### src/rtl/fifo_arb_pkg.sv
// Shared types and helpers for the FIFO port arbiter.
package fifo_arb_pkg;

  // Arbiter FSM: IDLE spends one cycle choosing a port, BURST moves words.
  typedef enum logic {
    IDLE  = 1'b0,
    BURST = 1'b1
  } arb_state_t;

  // Width of a port index; at least one bit even for a single port.
  function automatic int port_idx_width(input int n);
    return (n <= 2) ? 1 : $clog2(n);
  endfunction

endpackage

### src/rtl/rr_priority_select.sv
// Combinational round-robin selector: finds the first requester after last_grant.
module rr_priority_select
  import fifo_arb_pkg::*;
#(
  parameter int num_ports = 2,
  localparam int port_width = port_idx_width(num_ports)
) (
  input  logic [num_ports-1:0]  req_i,
  input  logic [port_width-1:0] last_grant_i,
  output logic                  any_o,
  output logic [port_width-1:0] sel_o
);

  logic [port_width-1:0] idx;

  // Scan from farthest to nearest so the nearest requester after last_grant wins.
  always_comb begin
    any_o = 1'b0;
    sel_o = '0;
    idx   = '0;
    for (int k = num_ports; k >= 1; k--) begin
      idx = port_width'((int'(last_grant_i) + k) % num_ports);
      if (req_i[idx]) begin
        any_o = 1'b1;
        sel_o = idx;
      end
    end
  end

endmodule

### src/rtl/fifo_port_arbiter.sv
// Round-robin burst arbiter merging num_ports FIFO streams into one tagged stream.
//
// Handshake: every stream uses ready/enable. A word moves on a rising edge
// where ready and enable are both high; the sender holds enable/data at its
// own discretion, and ready never depends on the same side's enable.
module fifo_port_arbiter
  import fifo_arb_pkg::*;
#(
  parameter int width     = 8,
  parameter int num_ports = 2,
  parameter int max_burst = 16,
  localparam int port_width  = port_idx_width(num_ports),
  localparam int count_width = $clog2(max_burst + 1)
) (
  input  logic                              clk,
  input  logic                              reset_n,
  output logic [num_ports-1:0]              in_ready,
  input  logic [num_ports-1:0]              in_enable,
  input  logic [num_ports-1:0][width-1:0]   in_data,
  input  logic                              out_ready,
  output logic                              out_enable,
  output logic [width-1:0]                  out_data,
  output logic [port_width-1:0]             out_port,
  output logic                              busy,
  output arb_state_t                        dbg_state,
  output logic [port_width-1:0]             dbg_grant,
  output logic [count_width-1:0]            dbg_count
);

  arb_state_t              state_q;
  logic [port_width-1:0]   grant_q;
  logic [port_width-1:0]   last_grant_q;
  logic [count_width-1:0]  count_q;
  logic [count_width-1:0]  count_d;
  logic                    out_enable_q;
  logic [width-1:0]        out_data_q;
  logic [port_width-1:0]   out_port_q;

  logic                    any_req;
  logic [port_width-1:0]   sel;
  logic                    out_free;
  logic                    grant_en;
  logic [width-1:0]        grant_data;
  logic                    in_xfer;
  logic                    burst_last;

  rr_priority_select #(
    .num_ports (num_ports)
  ) u_sel (
    .req_i        (in_enable),
    .last_grant_i (last_grant_q),
    .any_o        (any_req),
    .sel_o        (sel)
  );

  // The output register can take a new word when empty or being drained.
  assign out_free   = !out_enable_q || out_ready;
  assign in_xfer    = (state_q == BURST) && out_free && grant_en;
  assign count_d    = count_q + 1'b1;
  assign burst_last = (count_q == count_width'(max_burst - 1));

  // Mux the granted port's enable and data.
  always_comb begin
    grant_en   = 1'b0;
    grant_data = '0;
    for (int g = 0; g < num_ports; g++) begin
      if (grant_q == port_width'(g)) begin
        grant_en   = in_enable[g];
        grant_data = in_data[g];
      end
    end
  end

  // Only the granted port sees ready, and only when the output can take a word.
  always_comb begin
    in_ready = '0;
    for (int g = 0; g < num_ports; g++) begin
      in_ready[g] = (state_q == BURST) && (grant_q == port_width'(g)) && out_free;
    end
  end

  // Arbitration FSM: pick a port in IDLE, stream up to max_burst words in BURST.
  always_ff @(posedge clk or negedge reset_n) begin
    if (!reset_n) begin
      state_q      <= IDLE;
      grant_q      <= '0;
      last_grant_q <= port_width'(num_ports - 1);
      count_q      <= '0;
    end else begin
      case (state_q)
        IDLE: begin
          if (any_req) begin
            grant_q <= sel;
            count_q <= '0;
            state_q <= BURST;
          end
        end
        BURST: begin
          // A stalled output holds everything; otherwise move a word or end on a bubble.
          if (out_free) begin
            if (grant_en) begin
              count_q <= count_d;
              if (burst_last) begin
                state_q      <= IDLE;
                last_grant_q <= grant_q;
              end
            end else begin
              state_q      <= IDLE;
              last_grant_q <= grant_q;
            end
          end
        end
        default: state_q <= IDLE;
      endcase
    end
  end

  // Output register: load on input transfer, otherwise clear valid once drained.
  always_ff @(posedge clk or negedge reset_n) begin
    if (!reset_n) begin
      out_enable_q <= 1'b0;
      out_data_q   <= '0;
      out_port_q   <= '0;
    end else if (in_xfer) begin
      out_enable_q <= 1'b1;
      out_data_q   <= grant_data;
      out_port_q   <= grant_q;
    end else if (out_enable_q && out_ready) begin
      out_enable_q <= 1'b0;
    end
  end

  assign out_enable = out_enable_q;
  assign out_data   = out_data_q;
  assign out_port   = out_port_q;
  assign busy       = (state_q == BURST);
  assign dbg_state  = state_q;
  assign dbg_grant  = grant_q;
  assign dbg_count  = count_q;

endmodule

### config.mk
export PLATFORM = sky130hd
export DESIGN_NAME = fifo_port_arbiter
export DESIGN_NICKNAME = d
export VERILOG_FILES = /design/src/rtl/fifo_arb_pkg.sv /design/src/rtl/rr_priority_select.sv /design/src/rtl/fifo_port_arbiter.sv
export SDC_FILE = /design/constraint.sdc
export NUM_CORES = 1
export LEC_CHECK = 0
export ABC_CLOCK_PERIOD_IN_PS = 1300
export BUFFER_PORTS_ARGS = -buffer_cell sky130_fd_sc_hd__buf_4
export CORE_MARGIN = 2
export CORE_UTILIZATION = 30
export DETAILED_ROUTE_END_ITERATION = 10
export PLACE_DENSITY_LB_ADDON = 0.15
export SYNTH_ARGS = -nofsm -noshare
export SYNTH_HDL_FRONTEND = slang
export SYNTH_SLANG_ARGS = --single-unit
### constraint.sdc
create_clock -name clk -period 1.3 [get_ports clk]
set_input_delay 0.065 -clock clk [delete_from_list [all_inputs] [get_ports clk]]
set_output_delay 0.065 -clock clk [all_outputs]
set_load 0.02 [all_outputs]
Yosys cells after proc, flatten, opt, wreduce, memory -nomap -nowiden --
Cells that the tools add are included.
Storage, ports and cells: register bits 18, input bits 21, output and inout bits 20, logic and storage cells 55
Operators by class: add/sub/neg operators 3, magnitude comparators 2, eq/ne operators 5, muxes and demuxes 23, bitwise gates (word level) 2, reduce and logical (&&, ||, !) cells 13
Operator list (count):
- 2-to-1 mux 1 bit | 17
- 2-to-1 mux 5 bit | 3
- one-hot mux 5 bit (2 select lines) | 1
- 2-to-1 mux 8 bit | 1
- logical AND 1 bit | 7
- inequality test 2 x 1 -> 1 bit (second input constant) | 3
- AND reduction 3 bit | 2
- adder 5 x 1 -> 5 bit (second input constant) | 1
- == test 5 x 4 -> 1 bit (second input constant) | 1
- less-than comparator 1 x 2 -> 1 bit (second input constant) | 2
- adder 1 bit (second input constant) | 2
- inequality test 2 bit (second input constant) | 1
- inverter 1 bit | 2
- one-hot mux 1 bit (2 select lines) | 1
- AND reduction 2 bit | 1
- nonzero test 2 bit | 1
- zero test 1 bit | 1
- logical OR 1 bit | 1

Depth between registers and ports, before layout --
Gate-level depths: netlist of the first run.
word-level depth 7, mapped depth 6, gate-level depth less buffers 6

Hierarchy --
Synthesis of the first run repeated with hierarchy kept, for this count alone.
Second synthesis, totals: cell total of the unflattened synthesis 79, area, all modules 996.0 sq um
Modules (own cells, without submodules):
- fifo_port_arbiter | instances 1, cells an instance 77, area each 982.2 sq um, sequential area each 451.7 sq um
- rr_priority_select | instances 1, cells an instance 2, area each 13.8 sq um, sequential area each 0.0 sq um

Worst setup path after synthesis of the first run --
No wires, ideal clock.
path type register -> register, from register grant_q, in the netlist dbg_grant, to register out_data_q[2], in the netlist out_data[2], setup time 0.125 ns, arrival 1.399 ns, required time 1.175 ns, setup slack -0.224 ns, cell stages (with the launch flop) 5, path buffers 1, period minus slack after synthesis 1.524 ns, cells stage by stage dfrtp_1 > mux2_4 > nand3_4 > buf_6 > mux2_4
On the way: word-level cells in the longest chain between the ends 2, elaborated cells between the ends (all ways) 3, classes of those cells 2 x mux; 1 x reduce/logical
Ends and longest elaborated chain:
- start, declared | line fifo_port_arbiter.sv:31 | logic [port_width-1:0] grant_q;
- start signal, assigned | line fifo_port_arbiter.sv:93 | grant_q <= sel;
- 2-to-1 mux 1 bit | line fifo_port_arbiter.sv:67 | if (grant_q == port_width'(g)) begin
- logical AND 1 bit | line fifo_port_arbiter.sv:58 | assign in_xfer = (state_q == BURST) && out_free && grant_en;
- end signal, assigned | line fifo_port_arbiter.sv:126 | out_data_q <= grant_data;
- end, declared | line fifo_port_arbiter.sv:36 | logic [width-1:0] out_data_q;
Parallel ways exist; a longest one is shown, timed or not. A chain may end at the register's enable or synchronous reset.

Worst setup path after layout of the first run --
from register grant_q, in the netlist dbg_grant, to register out_data_q[3], in the netlist out_data[3]
Same word-level chain as after synthesis.

==> results of run 1 <==
## registers in the layout, indices dropped and copies added (netlist names)
register	flops
out_port	1
busy	1
out_enable	1
dbg_count	5
last_grant_q	1
dbg_grant	1
out_data	8
## worst min path at each step
stage            startpoint           end  slack, ns
2_1_floorplan       reset_n          busy      -0.23
3_3_place_gp        reset_n  dbg_count[4]      -0.04
3_5_place_dp        reset_n  dbg_count[4]      -0.05
4_1_cts        in_enable[0]          busy       0.04
5_1_grt        in_enable[0]          busy       0.05
6_report       in_enable[0]          busy       0.06
## metrics by stage
stage	TNS (ns)	power (mW)	setup slack, ns
6_report	-0.1713	3.590	-0.02483
5_1_grt	-0.6311	3.828	-0.08913
4_1_cts	-0.3632	3.556	-0.04799
3_5_place_dp	-0.6290	3.008	-0.08011
3_3_place_gp	-0.3324	2.982	-0.04711
2_1_floorplan	-1.109	2.274	-0.1580
## timing repair
action	in CTS	in global routing
hold buffers	2	0
setup endpoints to repair	14	17
gates cloned	1	0
gates resized for setup	10	5
endpoints found under the hold margin	19	0
pin swaps	6	7
buffers inserted	2	2
## Yosys cell counts
master	instances	area (µm²)
nand4_1	2	12.51
buf_6	1	11.26
and3_1	2	12.51
dfstp_2	1	26.28
mux2_1	2	22.52
inv_2	1	3.750
nand2_1	7	26.28
dfrtp_1	17	425.4
mux2i_1	5	50.05
a21oi_1	2	10.01
mux2_4	7	105.1
clkbuf_1	1	3.750
ha_1	2	25.02
nand3_4	1	17.52
buf_2	2	10.01
o21bai_1	1	7.510
nor2_1	3	11.26
nand3_1	2	10.01
a31oi_1	4	25.02
mux2_2	8	90.09
inv_1	4	15.01
buf_4	1	7.510
o22a_1	1	8.760
nand2b_1	5	31.28
o2bb2ai_1	2	17.52
## logic make-up after synthesis
group,synth area share [%]
buffers and inverters,5.202
adder cells (fa/ha/maj),2.538
AO/OA/AOI/OAI,6.980
AND/OR/NAND/NOR,12.31
multiplexers,27.16
flip-flops,45.81
## worst register-to-register path, stage by stage, from the launching register on
cell and delay, ns:
dfrtp_2 0.43, mux2_4 0.34, nand3_4 0.13, mux2_4 0.31
## power by group through the flow
stage	sequential, mW	combinational [mW]	clock, mW
floorplan	1.29	0.980	0
global placement	1.00	1.98	0
detailed placement	1.00	2.00	0
CTS	1.01	2.20	0.352
global route	1.03	2.40	0.394
finish	1.00	2.25	0.340
## layout make-up
type                       count  area [µm²]  area share (%)
tap                           44       55.05           3.498
sequential                    18       456.7           29.01
timing repair buffer          54       425.4           27.03
inverter                       5       18.77           1.192
multi-input combinational     57       581.8           36.96
clock buffer                   4       36.28           2.305
## per-layer routing
metal | wire length [µm] | vias up | GRT usage (%) | part of all wire (%)
met1 | 974 | 423 | 16.19 | 43
met4 | 15 | 0 | 4.969 | 0.66
met5 | 0 | - | 0 | 0
met2 | 1151 | 21 | 19.00 | 51
met3 | 121 | 2 | 2.521 | 5.3
li1 | - | 409 | - | -
==> flow_metrics.py, run 1 <==
metrics = {
    "logic_synthesis": {
        "yosys_register_bits": 18,
        "synth_cell_type_count": 25,
        "ys_warn_count": 0,
        "syn_avg_cell_area_um2": 11.74,
        "seq_area_frac_synth_pct": 45.81,
        "synthCells": 84,
        "synthesis.area_um2": 985.9,
        "synth_fp_nets": 107,
    },
    "power_and_ir_drop": {
        "switching_share_pct": 39.31,
        "combPwrFrac_pct": 62.6,
        "seq_power_share_pct": 28.0,
        "irDropWorstVdd_mv": 0.9027,
        "p_switching_mw": 1.411,
        "power_leakage_nw": 0.7797,
        "clkPwrFrac_pct": 9.5,
        "power_density_nw_per_um2": 2281,
        "internal_power_mw": 2.179,
    },
    "sta": {
        "worst_pin_slew_ns": 0.3942,
        "hold_viol": 0,
        "setup_viol": 9,
        "rsz0062_at_grt": "yes",
        "fin_worst_skew_ns": 0.009136,
        "fin_crit_ns": 1.325,
        "hold_slack_ns": 0.06329,
        "relSlewSlack_pct": 73.67,
        "worst_slack_ns": -0.02483,
        "slew_viol_final": 0,
        "fmax_mhz": 754.8,
        "fin_crit_sh_pct": 101.9,
    },
    "floorplan": {
        "dieWidth_um": 61.33,
        "die_height_um": 61.33,
        "fp.coreArea_um2": 3078,
        "initial_core_util_pct": 32.03,
        "ios": 41,
        "dieArea_um2": 3761,
        "rows": 20,
    },
    "worst_setup_path": {
        "cp-startpoint": "dbg_grant",
        "worst-path-stages": 3,
        "r2r_slack_ns": -0.02,
        "crit_path_max_fanout": 4,
        "cp_data_required_time_ns": 1.47,
        "crit_type": "register to register",
        "end_kind": "register",
        "critPathSlowestCell": "dfrtp_2",
        "timing.rr.start": "dbg_grant",
        "reg2reg_to": "out_data[3]",
        "critPathMostFrequentCell": "mux2_4",
        "crit_buf_inv": 0,
        "cpPeakStageDelay_ns": 0.43,
        "arrival_ns": 1.50,
        "path_cells": "mux2_4 -> nand3_4 -> mux2_4",
        "reg2reg_depth": 3,
        "critPathLaunchType": "register",
        "cpLargestDelayFamily": "multiplexers",
        "endpoint": "out_data[3]",
    },
    "finish": {
        "syn_to_final_growth_pct": 59.64,
        "final_core_util_pct": 51.14,
        "final_common_cell": "buf_4",
        "layout-drive-gt1-share_pct": 65.94,
        "final_cells": 182,
        "fin_area_um2": 1574,
        "nets": 162,
        "num-fill-cells": 286,
        "num_antenna_cells": 0,
        "mostFrequentLayoutCells": "48 x buf_4, 13 x dfrtp_1, 9 x mux2_4",
    },
    "global_routing": {
        "grt_overflow_total": 0,
        "grt_pass1_vias": 776,
        "grt_max_degree": 19,
        "grt_pass1_wl_um": 3339,
        "grt_use_total_pct": 12.09,
        "antenna_found_initial": 0,
    },
    "clock_tree": {
        "cts_max_path_buffers": 2,
        "clock-sinks": 18,
        "clk_pin_slew_ns": 0.11,
        "cts_buffers": 3,
        "clock-root-buffer": "clkbuf_4",
        "cts_tree": "yes",
        "cts_max_level": 1,
        "clk_latency_ns": 0.29,
    },
    "place": {
        "io_buffers": 40,
        "dpl_cell_area_um2": 1405,
        "place.gp.congestion": 0.7615,
        "dp_hpwl_um": 1668,
        "dp.cells": 171,
    },
    "min_path": {
        "min_path_type": "primary input to register",
        "min_path_cells": 2,
    },
    "drt": {
        "routedWlPerCell_um": 12.43,
        "drt_first_pass_iters": 4,
        "drtIter0Drc": 14,
        "via_per_inst": 4.698,
        "drt_wl_total_um": 2262,
        "vias": 855,
        "drc": 0,
        "ant_nets": 0,
    },
    "status": {
        "violations": "setup timing",
        "status": "finished with violations",
    },
    "run": {
        "drv_cap": 0,
    },
}
Note: power is estimated with default switching activity, not from simulation.
==> inputs of run 2 (changes only) <==
==> constraint.sdc (replaced) <==
create_clock -name clk -period 1.3 [get_ports clk]
set_input_delay 0.065 -clock clk [delete_from_list [all_inputs] [get_ports clk]]
set_output_delay 0.065 -clock clk [all_outputs]
set_load 0.1 [all_outputs]
==> flow_metrics.py, run 2 (synthesis results as in run 1) <==
metrics = {
    "status": {
        "status": "finished with violations",
        "violations": "setup timing",
    },
    "min_path": {
        "min_path_cells": 2,
        "min_path_type": "primary input to register",
    },
    "clock_tree": {
        "cts_tree": "yes",
        "cts_max_path_buffers": 2,
        "clk_pin_slew_ns": 0.11,
        "clock-sinks": 18,
        "clock-root-buffer": "clkbuf_4",
        "cts_max_level": 1,
        "clk_latency_ns": 0.29,
        "cts_buffers": 3,
    },
    "finish": {
        "multi_input_area_um2": 589.3,
        "final_common_cell": "buf_4",
        "syn_to_final_growth_pct": 68.53,
        "num_antenna_cells": 0,
        "largest_register_ffs": 8,
        "layout-drive-gt1-share_pct": 70.21,
        "final_cells": 185,
        "fin_area_um2": 1662,
        "seqCellArea_um2": 474.2,
        "nets": 165,
        "num-fill-cells": 285,
        "mostFrequentLayoutCells": "46 x buf_4, 9 x mux2_4, 9 x dfrtp_1",
    },
    "worst_setup_path": {
        "timing.rr.start": "dbg_grant",
        "cp-startpoint": "dbg_grant",
        "end_kind": "register",
        "r2r_slack_ns": -0.11,
        "reg2reg_depth": 3,
        "crit_type": "register to register",
        "endpoint": "out_data[1]",
        "cp_data_required_time_ns": 1.48,
        "reg2reg_to": "out_data[1]",
        "critPathLaunchType": "register",
        "arrival_ns": 1.60,
        "crit_path_max_fanout": 5,
    },
    "floorplan": {
        "initial_core_util_pct": 32.03,
        "dieArea_um2": 3761,
        "dieWidth_um": 61.33,
        "die_height_um": 61.33,
        "fp.coreArea_um2": 3078,
        "ios": 41,
        "rows": 20,
    },
    "drt": {
        "drtIter0Drc": 16,
        "ant_nets": 0,
        "vias": 825,
        "routedWlPerCell_um": 12.99,
        "drt_wl_total_um": 2403,
        "drt_first_pass_iters": 3,
        "drc": 0,
        "via_per_inst": 4.459,
    },
    "sta": {
        "fin_crit_ns": 1.413,
        "rsz0062_at_grt": "yes",
        "fin_setup_tns_ns": -1.492,
        "worst_pin_slew_ns": 0.3906,
        "relSlewSlack_pct": 73.91,
        "fin_worst_skew_ns": 0.005954,
        "fin_crit_sh_pct": 108.7,
        "slew_viol_final": 0,
        "setup_viol": 17,
        "fmax_mhz": 707.5,
        "hold_viol": 0,
        "worst_slack_ns": -0.1134,
    },
    "global_routing": {
        "grt_pass1_wl_um": 3643,
        "grt_max_degree": 19,
        "grt_pass1_vias": 799,
        "antenna_found_initial": 0,
        "grt_overflow_total": 0,
        "grt_use_total_pct": 13.61,
    },
    "place": {
        "dpl_cell_area_um2": 1459,
        "io_buffers": 40,
        "dp.cells": 172,
        "dp_slack_ns": -0.1461,
        "dp_hpwl_um": 1713,
        "place.gp.congestion": 0.7064,
    },
    "run": {
        "drv_cap": 0,
    },
}
[run 2: changes by cell type in the layout (fill, tap and decap cells not counted), moves of 2 or more]
cell,before,now
dfrtp_4,0,5
dfrtp_1,13,9
buf_12,0,2
buf_4,48,46
buf_6,4,6
[run 2: repair_timing]
item | in CTS | in global routing
gates resized for setup | 18 | 3
cloned | 1 | 0
setup buffers | 4 | 2
setup endpoints to repair | 20 | 19
pin swaps | 10 | 3
hold buffers | 2 | 0
hold endpoints to repair | 19 | 0
[run 2: worst max-delay path, cell delays in order, from the launching register on]
cell and delay (ns):
dfrtp_4 0.51, mux2_4 0.35, nand3_4 0.12, mux2_4 0.31
[run 2: how the worst min path moves through the flow]
stage	endpoint	slack, ns	startpoint
3_3_place_gp	out_data[4]	-0.05	reset_n
6_report	busy	0.05	in_enable[0]
2_1_floorplan	dbg_count[2]	-0.23	reset_n
5_1_grt	busy	0.04	in_enable[0]
3_5_place_dp	out_data[4]	-0.05	reset_n
4_1_cts	busy	0.04	in_enable[0]
[run 2: metal layers]
layer  share of wire (%)  track usage (%)  wire length (µm)  vias up
met5                   0                0                 0        -
met4                0.83            3.727                20        0
met3                 4.6            3.992               111        2
met2                  49            22.04              1189       18
met1                  45            17.73              1082      394
li1                    -                -                 -      411
[run 2: area by class of cell]
| cell class | instances | share of cell area, % |
|---|---|---|
| timing repair buffer | 57 | 29.37 |
| multi-input combinational | 57 | 35.47 |
| clock buffer | 4 | 2.184 |
| sequential | 18 | 28.54 |
| tap | 44 | 3.313 |
| inverter | 5 | 1.130 |
[run 2: stage by stage]
step	util (%)	hold slack [ns]
2_1_floorplan	-	-0.2306
3_3_place_gp	47.40	-0.04590
3_5_place_dp	47.40	-0.05015
4_1_cts	53.13	0.03535
5_1_grt	53.98	0.03524
6_report	53.98	0.04670
Power of run 2 is left out: the tool's default activity adds up to more than one toggle a clock period on the data nets, which glitch-free logic cannot reach.
==> inputs of run 3 (changes only) <==
--- a/config.mk
+++ b/config.mk
@@ -11,6 +11,7 @@
 export CORE_UTILIZATION = 30
 export DETAILED_ROUTE_END_ITERATION = 10
 export PLACE_DENSITY_LB_ADDON = 0.15
+export REMOVE_ABC_BUFFERS = 1
 export SYNTH_ARGS = -nofsm -noshare
 export SYNTH_HDL_FRONTEND = slang
 export SYNTH_SLANG_ARGS = --single-unit
==> flow_metrics.py, run 3 (synthesis results as in run 1) <==
metrics = {
    "drt": {
        "ant_nets": 0,
        "via_per_inst": 4.574,
        "drc": 0,
        "drtIter0Drc": 52,
        "drt_first_pass_iters": 4,
        "vias": 837,
        "routedWlPerCell_um": 12.63,
        "drt_wl_total_um": 2311,
    },
    "place": {
        "io_buffers": 40,
        "place.gp.congestion": 0.7454,
        "dp_hpwl_um": 1637,
    },
    "clock_tree": {
        "cts_buffers": 3,
        "clk_pin_slew_ns": 0.10,
        "cts_max_level": 1,
        "cts_tree": "yes",
        "cts_max_path_buffers": 2,
        "clk_latency_ns": 0.30,
        "clock-sinks": 18,
        "clock-root-buffer": "clkbuf_4",
    },
    "finish": {
        "num_antenna_cells": 0,
        "layout-drive-gt1-share_pct": 61.87,
        "final_common_cell": "buf_4",
        "seqCellArea_um2": 452.9,
        "multi_input_area_um2": 558.0,
        "nets": 163,
        "mostFrequentLayoutCells": "47 x buf_4, 16 x dfrtp_1, 9 x mux2_4",
        "final_core_util_pct": 51.59,
        "num-fill-cells": 290,
        "largest_register_ffs": 8,
        "syn_to_final_growth_pct": 61.04,
    },
    "worst_setup_path": {
        "critPathLaunchType": "register",
        "cpPeakStageDelay_ns": 0.43,
        "crit_buf_inv": 0,
        "critPathSlowestCell": "dfrtp_1",
        "end_kind": "register",
        "cpLargestDelayFamily": "multiplexers",
        "critPathMostFrequentCell": "mux2_4",
        "cp_data_required_time_ns": 1.49,
        "arrival_ns": 1.55,
        "crit_path_max_fanout": 5,
        "path_cells": "mux2_4 -> nand3_4 -> mux2_4",
        "crit_type": "register to register",
    },
    "status": {
        "status": "finished with violations",
        "violations": "setup timing",
    },
    "floorplan": {
        "dieArea_um2": 3761,
        "fp.coreArea_um2": 3078,
        "initial_core_util_pct": 32.03,
        "rows": 20,
        "die_height_um": 61.33,
        "dieWidth_um": 61.33,
        "ios": 41,
    },
    "sta": {
        "fin_crit_sh_pct": 104.6,
        "hold_viol": 0,
        "worst_slack_ns": -0.06038,
        "fin_crit_ns": 1.360,
        "rsz0062_at_grt": "yes",
        "slew_viol_final": 0,
        "worst_pin_slew_ns": 0.3720,
        "relSlewSlack_pct": 75.15,
        "hold_slack_ns": 0.02832,
        "setup_viol": 13,
        "fmax_mhz": 735.1,
        "fin_worst_skew_ns": 0.001998,
    },
    "global_routing": {
        "grt_pass1_wl_um": 4119,
        "antenna_found_initial": 0,
        "grt_pass1_vias": 922,
        "grt_use_total_pct": 15.12,
        "grt_max_degree": 19,
        "grt_overflow_total": 0,
    },
    "run": {
        "drv_cap": 0,
    },
    "min_path": {
        "min_path_type": "primary input to register",
    },
}
## run 3: final timing paths
| path | startpoint | endpoint | slack, ns | depth (start not counted) |
|---|---|---|---|---|
| max | dbg_grant | out_data[4] | -0.06 | 3 |
| min | in_enable[0] | busy | 0.03 | 2 |
| max in group asynchronous | reset_n | last_grant_q | 0.88 | 2 |
| min reg2reg | last_grant_q | last_grant_q | 0.49 | 1 |
| max reg2reg | dbg_grant | out_data[4] | -0.06 | 3 |
| min in group asynchronous | reset_n | out_data[2] | 0.16 | 2 |
## run 3: per-layer routing
layer	routed length, µm	GRT usage (%)	vias up
met2	1177	25.99	28
met4	40	7.764	0
li1	-	-	410
met5	0	0	-
met3	140	3.361	5
met1	953	17.56	394
## run 3: worst reg2reg max path, stage by stage (launching register included)
cell and delay, ns:
dfrtp_1 0.43, mux2_4 0.36, nand3_4 0.15, mux2_4 0.32
## run 3: repair_timing
item	in CTS	in global routing
pin swaps	6	3
setup endpoints to repair	16	18
gates resized for setup	25	2
buffers inserted	4	0
gates cloned	1	0
hold endpoints to repair	19	0
hold buffers	2	0
## run 3: cell type report
type / instances / share of cell area, %
timing repair buffer: 55 / 29.39
tap: 44 / 3.467
inverter: 5 / 1.182
sequential: 18 / 28.53
clock buffer: 4 / 2.285
multi-input combinational: 57 / 35.15
## run 3: stage by stage
stage,area (µm²),instances,TNS (ns),setup slack (ns)
after floorplan,953.4,79,-27.23,-2.051
after global placement,1384,173,-0.2664,-0.06763
after detailed placement,1384,173,-0.5672,-0.08919
after CTS,1587,184,-0.5280,-0.06334
after global routing,1588,183,-1.431,-0.1161
final,1588,183,-0.5173,-0.06038
Power of run 3 is left out for the same reason.
